### src/rtl/dpd_seq_converter.sv
// dpd_seq_converter
//   Sequential converter between binary, BCD and densely packed decimal (DPD)
//   over DECLETS declets (3*DECLETS decimal digits). All conversions pass
//   through a canonical form of 3*DECLETS BCD digits. Binary to decimal uses a
//   bit-serial double-dabble and decimal to binary uses a reverse dabble, one
//   bit per cycle each. DPD<->BCD is combinational per declet.
//
//   Optional feature: define DPD_SEQ_CONVERTER_ERRCNT_EN to add err_count, a
//   saturating count of completed output handshakes that carried any flag.
//
// Ports
//   clk, rst_n        clock, synchronous active-low reset
//   in_valid/in_ready request handshake (in_ready high only when idle)
//   src_fmt, dst_fmt  0 BIN, 1 BCD, 2 DPD, 3 illegal; sampled on accept
//   in_data           operand (BIN low BIN_W bits, DPD low 10*DECLETS bits)
//   out_valid/out_ready result handshake; result held until consumed
//   out_data          result, zero-extended
//   out_flags         [0] overflow [1] bad BCD [2] non-canonical DPD [3] illegal fmt
//   busy              binary/decimal iteration in progress
//   err_count         (optional) saturating flagged-result counter
module dpd_seq_converter #(
    parameter int DECLETS = 2,
    parameter int BIN_W   = 20
) (
    input  logic                  clk,
    input  logic                  rst_n,
    input  logic                  in_valid,
    output logic                  in_ready,
    input  logic [1:0]            src_fmt,
    input  logic [1:0]            dst_fmt,
    input  logic [12*DECLETS-1:0] in_data,
    output logic                  out_valid,
    input  logic                  out_ready,
    output logic [12*DECLETS-1:0] out_data,
    output logic [3:0]            out_flags,
`ifdef DPD_SEQ_CONVERTER_ERRCNT_EN
    output logic [7:0]            err_count,
`endif
    output logic                  busy
);

    localparam int DW = 12 * DECLETS;
    localparam int ND = 3 * DECLETS;
    localparam int CW = $clog2(BIN_W + 1);

    localparam logic [1:0] FMT_BIN = 2'd0;
    localparam logic [1:0] FMT_BCD = 2'd1;
    localparam logic [1:0] FMT_DPD = 2'd2;
    localparam logic [1:0] FMT_ILL = 2'd3;

    typedef enum logic [1:0] {IDLE, TO_DEC, TO_BIN, HOLD} state_t;

    // Declet bits are p q r s t u v w x y = c[9:0].
    function automatic logic [11:0] dpd_unpack(input logic [9:0] c);
        logic [3:0] d2, d1, d0;
        d2 = {1'b0, c[9:7]};
        d1 = {1'b0, c[6:4]};
        d0 = {1'b0, c[2:0]};
        if (c[3]) begin
            case (c[2:1])
                2'b00: d0 = {3'b100, c[0]};
                2'b01: begin d1 = {3'b100, c[4]}; d0 = {1'b0, c[6:5], c[0]}; end
                2'b10: begin d2 = {3'b100, c[7]}; d0 = {1'b0, c[9:8], c[0]}; end
                default: begin
                    case (c[6:5])
                        2'b00: begin d2 = {3'b100, c[7]}; d1 = {3'b100, c[4]}; d0 = {1'b0, c[9:8], c[0]}; end
                        2'b01: begin d2 = {3'b100, c[7]}; d1 = {1'b0, c[9:8], c[4]}; d0 = {3'b100, c[0]}; end
                        2'b10: begin d2 = {1'b0, c[9:7]}; d1 = {3'b100, c[4]}; d0 = {3'b100, c[0]}; end
                        default: begin d2 = {3'b100, c[7]}; d1 = {3'b100, c[4]}; d0 = {3'b100, c[0]}; end
                    endcase
                end
            endcase
        end
        return {d2, d1, d0};
    endfunction

    // The 24 redundant codes: all three digits large with p/q not both zero.
    function automatic logic dpd_noncanon(input logic [9:0] c);
        return c[3] & c[2] & c[1] & c[6] & c[5] & (c[9] | c[8]);
    endfunction

    // Canonical packing keyed on which digits are 8 or 9.
    function automatic logic [9:0] dpd_pack(input logic [11:0] d);
        logic [9:0] r;
        case ({d[11], d[7], d[3]})
            3'b000:  r = {d[10:8], d[6:4], 1'b0, d[2:0]};
            3'b001:  r = {d[10:8], d[6:4], 3'b100, d[0]};
            3'b010:  r = {d[10:8], d[2:1], d[4], 3'b101, d[0]};
            3'b100:  r = {d[2:1], d[8], d[6:4], 3'b110, d[0]};
            3'b110:  r = {d[2:1], d[8], 2'b00, d[4], 3'b111, d[0]};
            3'b101:  r = {d[6:5], d[8], 2'b01, d[4], 3'b111, d[0]};
            3'b011:  r = {d[10:8], 2'b10, d[4], 3'b111, d[0]};
            default: r = {2'b00, d[8], 2'b11, d[4], 3'b111, d[0]};
        endcase
        return r;
    endfunction

    // Result MSB is the carry lost from the top digit; the rest is the next BCD value.
    function automatic logic [DW:0] dabble_step(input logic [DW-1:0] bcd, input logic msb);
        logic [DW-1:0] adj;
        for (int i = 0; i < ND; i++) begin
            adj[4*i +: 4] = (bcd[4*i +: 4] >= 4'd5) ? bcd[4*i +: 4] + 4'd3 : bcd[4*i +: 4];
        end
        return {adj, msb};
    endfunction

    function automatic logic [DW-1:0] rdabble_step(input logic [DW-1:0] bcd);
        logic [DW-1:0] sh;
        sh = bcd >> 1;
        for (int i = 0; i < ND; i++) begin
            if (sh[4*i +: 4] >= 4'd8) sh[4*i +: 4] = sh[4*i +: 4] - 4'd3;
        end
        return sh;
    endfunction

    function automatic logic [DW-1:0] format_dec(input logic [DW-1:0] bcd, input logic [1:0] fmt);
        logic [DW-1:0] r;
        r = '0;
        if (fmt == FMT_DPD) begin
            for (int k = 0; k < DECLETS; k++) r[10*k +: 10] = dpd_pack(bcd[12*k +: 12]);
        end else begin
            r = bcd;
        end
        return r;
    endfunction

    state_t          state_q, state_d;
    logic [CW-1:0]   cnt_q;
    logic [BIN_W-1:0] bin_q;
    logic [DW-1:0]   bcd_q;
    logic [3:0]      flags_q;
    logic [1:0]      dst_q;

    logic [DW-1:0]   bcd_clean, dpd_bcd, in_canon;
    logic            bad_bcd, non_canon, illegal;
    logic [3:0]      in_flg;
    logic            last_step;
    logic [DW:0]     dab;
    logic [DW-1:0]   rd;
    logic [BIN_W-1:0] bin_nx;
    logic [BIN_W:0]  bin_cat;

    // Decode the operand into canonical BCD on the accept cycle.
    always_comb begin
        bcd_clean = in_data;
        bad_bcd   = 1'b0;
        for (int k = 0; k < ND; k++) begin
            if (in_data[4*k +: 4] > 4'd9) begin
                bcd_clean[4*k +: 4] = 4'd0;
                bad_bcd = 1'b1;
            end
        end
        dpd_bcd   = '0;
        non_canon = 1'b0;
        for (int k = 0; k < DECLETS; k++) begin
            dpd_bcd[12*k +: 12] = dpd_unpack(in_data[10*k +: 10]);
            non_canon = non_canon | dpd_noncanon(in_data[10*k +: 10]);
        end
        illegal  = (src_fmt == FMT_ILL) || (dst_fmt == FMT_ILL);
        in_canon = (src_fmt == FMT_DPD) ? dpd_bcd : bcd_clean;
        in_flg   = illegal ? 4'b1000
                           : {1'b0, (src_fmt == FMT_DPD) & non_canon, (src_fmt == FMT_BCD) & bad_bcd, 1'b0};
    end

    assign last_step = (cnt_q == '0);
    assign dab       = dabble_step(bcd_q, bin_q[BIN_W-1]);
    assign rd        = rdabble_step(bcd_q);
    assign bin_cat   = {bcd_q[0], bin_q};
    assign bin_nx    = bin_cat[BIN_W:1];

    always_ff @(posedge clk) begin
        if (!rst_n) state_q <= IDLE;
        else        state_q <= state_d;
    end

    always_comb begin
        state_d   = state_q;
        in_ready  = (state_q == IDLE);
        out_valid = (state_q == HOLD);
        busy      = (state_q == TO_DEC) || (state_q == TO_BIN);
        case (state_q)
            IDLE: begin
                if (in_valid) begin
                    if (illegal)                  state_d = HOLD;
                    else if (src_fmt == FMT_BIN)  state_d = TO_DEC;
                    else if (dst_fmt == FMT_BIN)  state_d = TO_BIN;
                    else                          state_d = HOLD;
                end
            end
            TO_DEC:  if (last_step) state_d = (dst_q == FMT_BIN) ? TO_BIN : HOLD;
            TO_BIN:  if (last_step) state_d = HOLD;
            default: if (out_ready) state_d = IDLE;
        endcase
    end

    always_ff @(posedge clk) begin
        if (!rst_n) begin
            cnt_q     <= '0;
            out_data  <= '0;
            out_flags <= '0;
        end else begin
            case (state_q)
                IDLE: begin
                    if (in_valid) begin
                        dst_q   <= dst_fmt;
                        flags_q <= in_flg;
                        cnt_q   <= CW'(BIN_W - 1);
                        bin_q   <= (src_fmt == FMT_BIN) ? in_data[BIN_W-1:0] : '0;
                        bcd_q   <= (src_fmt == FMT_BIN) ? '0 : in_canon;
                        // Decimal-to-decimal and illegal requests finish here.
                        if (illegal || (src_fmt != FMT_BIN && dst_fmt != FMT_BIN)) begin
                            out_data  <= illegal ? '0 : format_dec(in_canon, dst_fmt);
                            out_flags <= in_flg;
                        end
                    end
                end
                TO_DEC: begin
                    bin_q      <= bin_q << 1;
                    bcd_q      <= dab[DW-1:0];
                    flags_q[0] <= flags_q[0] | dab[DW];
                    cnt_q      <= last_step ? CW'(BIN_W - 1) : cnt_q - 1'b1;
                    if (last_step && dst_q != FMT_BIN) begin
                        out_data  <= format_dec(dab[DW-1:0], dst_q);
                        out_flags <= flags_q | {3'b000, dab[DW]};
                    end
                end
                TO_BIN: begin
                    bin_q <= bin_nx;
                    bcd_q <= rd;
                    cnt_q <= cnt_q - 1'b1;
                    // Residual decimal value means the number did not fit in BIN_W bits.
                    if (last_step) begin
                        out_data  <= DW'(bin_nx);
                        out_flags <= flags_q | {3'b000, |rd};
                    end
                end
                default: ;
            endcase
        end
    end

`ifdef DPD_SEQ_CONVERTER_ERRCNT_EN
    function automatic logic [7:0] sat_inc(input logic [7:0] v);
        return (v == 8'hFF) ? v : v + 8'd1;
    endfunction

    logic [7:0] err_cnt_q;

    always_ff @(posedge clk) begin
        if (!rst_n)                                      err_cnt_q <= '0;
        else if (out_valid && out_ready && |out_flags)   err_cnt_q <= sat_inc(err_cnt_q);
    end

    assign err_count = err_cnt_q;
`endif

endmodule

### config.mk
export PLATFORM = sky130hd
export DESIGN_NAME = dpd_seq_converter
export DESIGN_NICKNAME = d
export VERILOG_FILES = /design/src/rtl/dpd_seq_converter.sv
export SDC_FILE = /design/constraint.sdc
export NUM_CORES = 1
export LEC_CHECK = 0
export CAP_MARGIN = 40
export CORE_UTILIZATION = 43
export DETAILED_ROUTE_END_ITERATION = 8
export HOLD_SLACK_MARGIN = 0.12
export PLACE_DENSITY = 0.71
export SETUP_SLACK_MARGIN = 0.5
export SLEW_MARGIN = 20
export SYNTH_ARGS = -nofsm -noshare
export SYNTH_HDL_FRONTEND = slang
export SYNTH_SLANG_ARGS = --single-unit
### constraint.sdc
create_clock -name clk -period 8.49 [get_ports clk]
set_input_delay 1.698 -clock clk [delete_from_list [all_inputs] [get_ports clk]]
set_output_delay 1.698 -clock clk [all_outputs]
set_load 0.05 [all_outputs]
==> key figures, run 1 <==
Outcome
  – Status: finished, final reports clean

GRT
  – First-pass GRT wire length: 34,900 µm
  – Initial antenna violation count: 0
  – Total gr overflow: 0
  – Largest net degree at the start of global routing: 47
  – Total GRT Usage: 0.277
  – Vias in the first global route: 6,188

STA
  – PnR worst setup slack: 4.30 ns
  – Max-slew violation count: 0
  – RSZ-0062 raised after global routing: false
  – Fmax: 239 MHz
  – Endpoints failing setup: 0
  – Slew HR: 0.426
  – Fin Setup TNS: 0 ns
  – Final period util: 0.493
  – Final hold viol count: 0
  – Worst Skew: 0.00695 ns
  – Tmin final: 4.19 ns
  – Worst Max-Slew Pin Slew: 0.859 ns
  – Worst hold slack: 0.450 ns

Yosys
  – Syn_area_per_cell: 8.36 µm²
  – Syn nets: 885
  – Synth top area share: 0.219
  – Ranking of synthesized cells by area: edfxtp_1 22%, dfxtp_1 10%, ha_1 5.8%
  – Most frequent cell after synthesis: o21ai_0
  – Post-synth top cells: 77 x o21ai_0, 73 x nand2_1, 54 x a21oi_1
  – Yosys Warn Count: 0
  – Cell taking the most area after synthesis: edfxtp_1
  – Ys flop type: edfxtp_1
  – EDFF count, synth: 50
  – Ys async rst share: 0
  – Post-synthesis instance total: 821
  – Flip-flop and latch count after synthesis: 85
  – Synthesized area: 6860 µm²
  – Sequential element share of the synthesized area: 0.321
  – Synth unique cells: 80

CTS
  – CTS Buf Count: 9
  – Post_cts resized: 0
  – Post-CTS setup buffers: 0
  – CTS Sinks: 85
  – Clock Pin Slew Worst Setup and Hold Paths: 0.06 ns
  – CTS Buffer Depth: 2
  – Post-cts hold buffer count: 0
  – Skew-Pair Late Insertion Delay: 0.36 ns
  – CTS tree: built
  – Clock Root Buffer: clkbuf_16
  – H-tree depth: 3

Critical path
  – Worst Path Max Fanout: 19
  – Startpoint types: flip-flop
  – Arr. time, crit path: 2.49 ns
  – WS Path Type: reg2out
  – Crit path capture type: primary output
  – Critical Path RT: 6.79 ns

Layout
  – Synthesis-to-layout area growth: 14.9%
  – Post-Layout Cell Count: 1,055
  – Multi-input logic area: 4230 µm²
  – # diodes: 0
  – Core Util, Final: 0.513
  – Final nets: 903
  – Fillers: 1,462
  – Layout cells sized above 1: 0.0699
  – Seq. cell area: 2200 µm²

Pwr
  – Worst ir drop on vdd: 0.148 mV
  – Leakage: 2.98 nW
  – Power Density: 357 nW/µm²

Die
  – Row cnt: 45
  – Core area: 15,400 µm²
  – Die Wd: 128 µm
  – Initial Util: 0.446
  – Die Ht: 128 µm
  – Num ports: 63
  – DIE AREA: 16,500 µm²

Detailed routing
  – Final wirelength: 22,500 µm
  – Routed Antenna Nets: 0
  – DR vias/cell: 6.51
  – Via count: 6,866
  – First-pass DRT Iterations: 6
  – DRC: 0
  – Initial DRC count: 729
  – WL per Instance: 21.3 µm

Place
  – GPL Wtd Cong: 0.967
  – HPWL Detailed: 16,400 µm
  – Pre-CTS setup slack: 3.77 ns
  – IO buf count: 62
  – DP Cell Count: 1,038

Min path
  – Worst min-delay path class: reg2reg

Flow run
  – Max cap viols: 0
## through the flow
step	total power, mW	cell area (µm²)
5_1_grt	2.97	7890
3_5_place_dp	2.37	7580
3_3_place_gp	2.35	7560
4_1_cts	2.79	7880
6_report	2.81	7890
2_1_floorplan	1.88	6860
## final timing paths
kind | slack [ns] | cells after the start | start | end
setup / recovery | 4.30 | 3 | state_q[1] | busy
hold / removal | 0.45 | 2 | out_flags[3] | out_flags[3]
setup reg to reg | 5.46 | 9 | state_q[0] | out_data[0]
hold reg to reg | 0.45 | 2 | out_flags[3] | out_flags[3]
## sequential cells by signal, indices dropped and copies added (netlist names)
register,cells
bin_q,20
out_data,24
bcd_q,24
state_q,2
dst_q,2
out_flags,4
cnt_q,5
flags_q,4
## worst max-delay path: stages, from the launching register on
cell             delay [ns]
dfxtp_1                0.40
inv_1                  0.08
ha_1                   0.72
clkdlybuf4s50_1        0.93
## per-layer routing
layer,track usage,routed length [µm],vias to the layer above
met5,0,0,-
li1,-,-,3181
met2,0.393,9630,423
met3,0.0467,2270,61
met4,0.163,1040,0
met1,0.392,9570,3201
## layout make-up
type | count | area share
multi-input combinational | 623 | 0.536
sequential | 85 | 0.279
timing repair buffer | 73 | 0.0912
tap | 211 | 0.0335
clock buffer | 9 | 0.0286
inverter | 47 | 0.0224
clock inverter | 7 | 0.00936
## cell usage in the layout (no fill, tap or decap), types with 6 or more instances in the layout
cell / count
a21oi_1: 54
o211ai_1: 8
nor3_1: 17
nor2_1: 38
clkbuf_16: 9
a211oi_1: 11
dfxtp_1: 35
a222oi_1: 20
nand2_1: 73
o21ai_0: 77
o22ai_1: 8
inv_1: 47
mux2i_1: 8
ha_1: 32
o211a_1: 11
o31ai_1: 6
nand2b_1: 18
and2_1: 8
edfxtp_1: 50
a31oi_1: 22
a21o_1: 9
nor3b_1: 8
nand3_1: 13
clkdlybuf4s50_1: 62
nand3b_1: 8
mux2_2: 10
o221ai_1: 16
a22oi_1: 8
buf_4: 9
xnor2_1: 14
nor2b_1: 16
and3_1: 6
## kinds of logic after synthesis
family,synth area share
compound gates,0.325
xor+xnor,0.0204
fa+ha+maj,0.0584
buf+inv,0.0646
flops,0.321
mux,0.0281
simple gates,0.182
## report_power, final
part	switching (mW)	internal [mW]	leakage, nW
clock	0.182	0.230	0.146
combinational	1.08	0.561	2.05
sequential	0.143	0.613	0.778
Power figures use the tool's default switching activity.
==> run 2, diff against run 1 <==
==> constraint.sdc (replaced) <==
create_clock -name clk -period 4 [get_ports clk]
set_input_delay 0.8 -clock clk [delete_from_list [all_inputs] [get_ports clk]]
set_output_delay 0.8 -clock clk [all_outputs]
set_load 0.05 [all_outputs]
==> run 2 against run 1 <==
  * Cell area grew 1.5%
  * Register-to-register slack lost 4.4 ns
  * Clock skew shrank 0.0014 ns
  * Setup slack lost 3.6 ns
  * Non-clock buffer count grew 10
  * Core utilization grew 0.78 points
  * Sequential share of layout area shrank 0.42 points
  * Global-route usage shrank 0.21 points
  * Flip-flop and latch count is the same
  * Sequential power grew 110%
  * Critical endpoint unchanged
  * Largest power group unchanged
==> key figures, run 2 (synthesis gave the netlist of run 1 again) <==
Place
  – IO buf count: 62
  – HPWL Detailed: 16,600 µm
  – GPL Wtd Cong: 0.952
  – Pre-CTS setup slack: 0.612 ns

CTS
  – Post_cts resized: 0
  – Clock Root Buffer: clkbuf_16
  – Post-cts hold buffer count: 0
  – Clock Pin Slew Worst Setup and Hold Paths: 0.07 ns
  – Post-CTS setup buffers: 0
  – H-tree depth: 3
  – Skew-Pair Late Insertion Delay: 0.35 ns
  – CTS tree: built
  – CTS Sinks: 85
  – CTS Buf Count: 9
  – CTS Buffer Depth: 2

Critical path
  – Startpoint types: flip-flop
  – Arr. time, crit path: 2.49 ns
  – Worst Reg-to-Reg Cells: 7
  – Crit path capture type: primary output
  – R2R Setup Slk: 1.05 ns
  – Critical Path RT: 3.20 ns
  – CP max-delay cell: clkdlybuf4s50_1
  – Critical path's largest stage delay: 0.93 ns
  – CP delay by family, top: buffers and inverters
  – WP buf/inv: 2
  – Levels on crit path: 3
  – WS Path Type: reg2out
  – Critical-path cell list: inv_1 > ha_1 > clkdlybuf4s50_1
  – FF-to-FF Start: state_q[0]
  – FF-to-FF End: out_data[15]
  – Worst Path Max Fanout: 19

STA
  – Worst Max-Slew Pin Slew: 0.839 ns
  – Final period util: 0.823
  – Worst Skew: 0.00558 ns
  – PnR worst setup slack: 0.709 ns
  – Final hold viol count: 0
  – Endpoints failing setup: 0
  – Max-slew violation count: 0
  – Slew HR: 0.437
  – Fmax: 304 MHz
  – Fin Setup TNS: 0 ns
  – Tmin final: 3.29 ns
  – Worst hold slack: 0.468 ns
  – RSZ-0062 raised after global routing: false

GRT
  – Initial antenna violation count: 0
  – GR peak layer: met2
  – Total gr overflow: 0
  – First-pass GRT wire length: 35,200 µm
  – M1 GR Usage: 0.403
  – Total GRT Usage: 0.275
  – M2 GR Usage: 0.415
  – Largest net degree at the start of global routing: 42
  – Vias in the first global route: 6,282
  – Grt met3 use: 0.0401

Die
  – Row cnt: 45
  – Num ports: 63
  – Initial Util: 0.446
  – Core area: 15,400 µm²
  – Die Ht: 128 µm
  – Die Wd: 128 µm
  – DIE AREA: 16,500 µm²

Layout
  – Layout cells sized above 1: 0.0796
  – Core Util, Final: 0.521
  – Commonest non-fill, non-tap cells in the layout: 77 x o21ai_0, 73 x nand2_1, 62 x clkdlybuf4s50_1
  – Synthesis-to-layout area growth: 16.7%
  – Final nets: 913
  – Commonest non-fill, non-tap cell in the layout: o21ai_0
  – # diodes: 0
  – Biggest regs: bcd_q: 24 flops, out_data: 24 flops, bin_q: 20 flops

Min path
  – WHS Path Cells: 2
  – Hold path startpoint: out_flags[3]
  – Hold Path Sink: out_flags[3]
  – Worst min-delay path class: reg2reg

Pwr
  – Leakage: 3.05 nW
  – Power Density: 768 nW/µm²
  – Worst ir drop on vdd: 0.364 mV

Outcome
  – Status: finished, final reports clean

Detailed routing
  – Via count: 6,994
  – WL per Instance: 21.0 µm
  – Routed Antenna Nets: 0
  – First-pass DRT Iterations: 7
  – DRC: 0
  – Final wirelength: 22,400 µm
  – DR vias/cell: 6.57
  – Initial DRC count: 1,067

Flow run
  – Max cap viols: 0
-- run 2: changes by cell type in the layout (fill, tap and decap cells not counted), sizes merged --
cell | before | now
buf | 11 | 21
clkinv | 3 | 0
clkinvlp | 1 | 0
clkbuf | 9 | 11
bufinv | 1 | 3
-- run 2: worst max-delay path by stage --
stage	from	endpoint	slack, ns
after floorplan	state_q[0]	bcd_q[0]	1.05
after global placement	src_fmt[0]	out_data[16]	0.59
after detailed placement	src_fmt[0]	out_data[13]	0.61
after CTS	state_q[0]	busy	0.72
after global routing	state_q[0]	busy	0.61
final	state_q[0]	busy	0.71
-- run 2: worst reg2reg max path, cell delays in order, from the launching register on --
cell and delay, ns:
dfxtp_1 0.39, inv_1 0.08, ha_1 0.74, inv_1 0.35, nor2_2 0.57, buf_4 0.28
o311ai_0 0.24, a31oi_1 0.23
-- run 2: power breakdown --
| group | internal [mW] | leakage, nW | switching (mW) |
|---|---|---|---|
| clock network | 0.631 | 0.171 | 0.376 |
| logic | 1.23 | 2.10 | 2.30 |
| registers | 1.30 | 0.778 | 0.305 |
-- run 2: layout make-up --
cell class	instances	area, µm²
Clock buffer	11	243
Sequential cell	85	2200
Fill cell	1424	7360
Tap cell	211	264
Clock inverter	5	105
Inverter	47	176
Multi-Input combinational cell	623	4230
Timing Repair Buffer	83	791
-- run 2: through the flow --
step           total power, mW  area [µm²]  instances
3_3_place_gp              5.04        7650       1048
6_report                  6.15        8010       1065
2_1_floorplan             3.98        6860        821
5_1_grt                   6.47        8010       1065
3_5_place_dp              5.06        7660       1049
4_1_cts                   6.07        8010       1065
-- run 2: metal layers --
metal  up-vias  wire length [µm]  part of all wire
li1       3197                 -                 -
met1      3327              9960              0.45
met2       427              9790              0.44
met3        43              2130             0.095
met4         0               490             0.022
met5         -                 0                 0
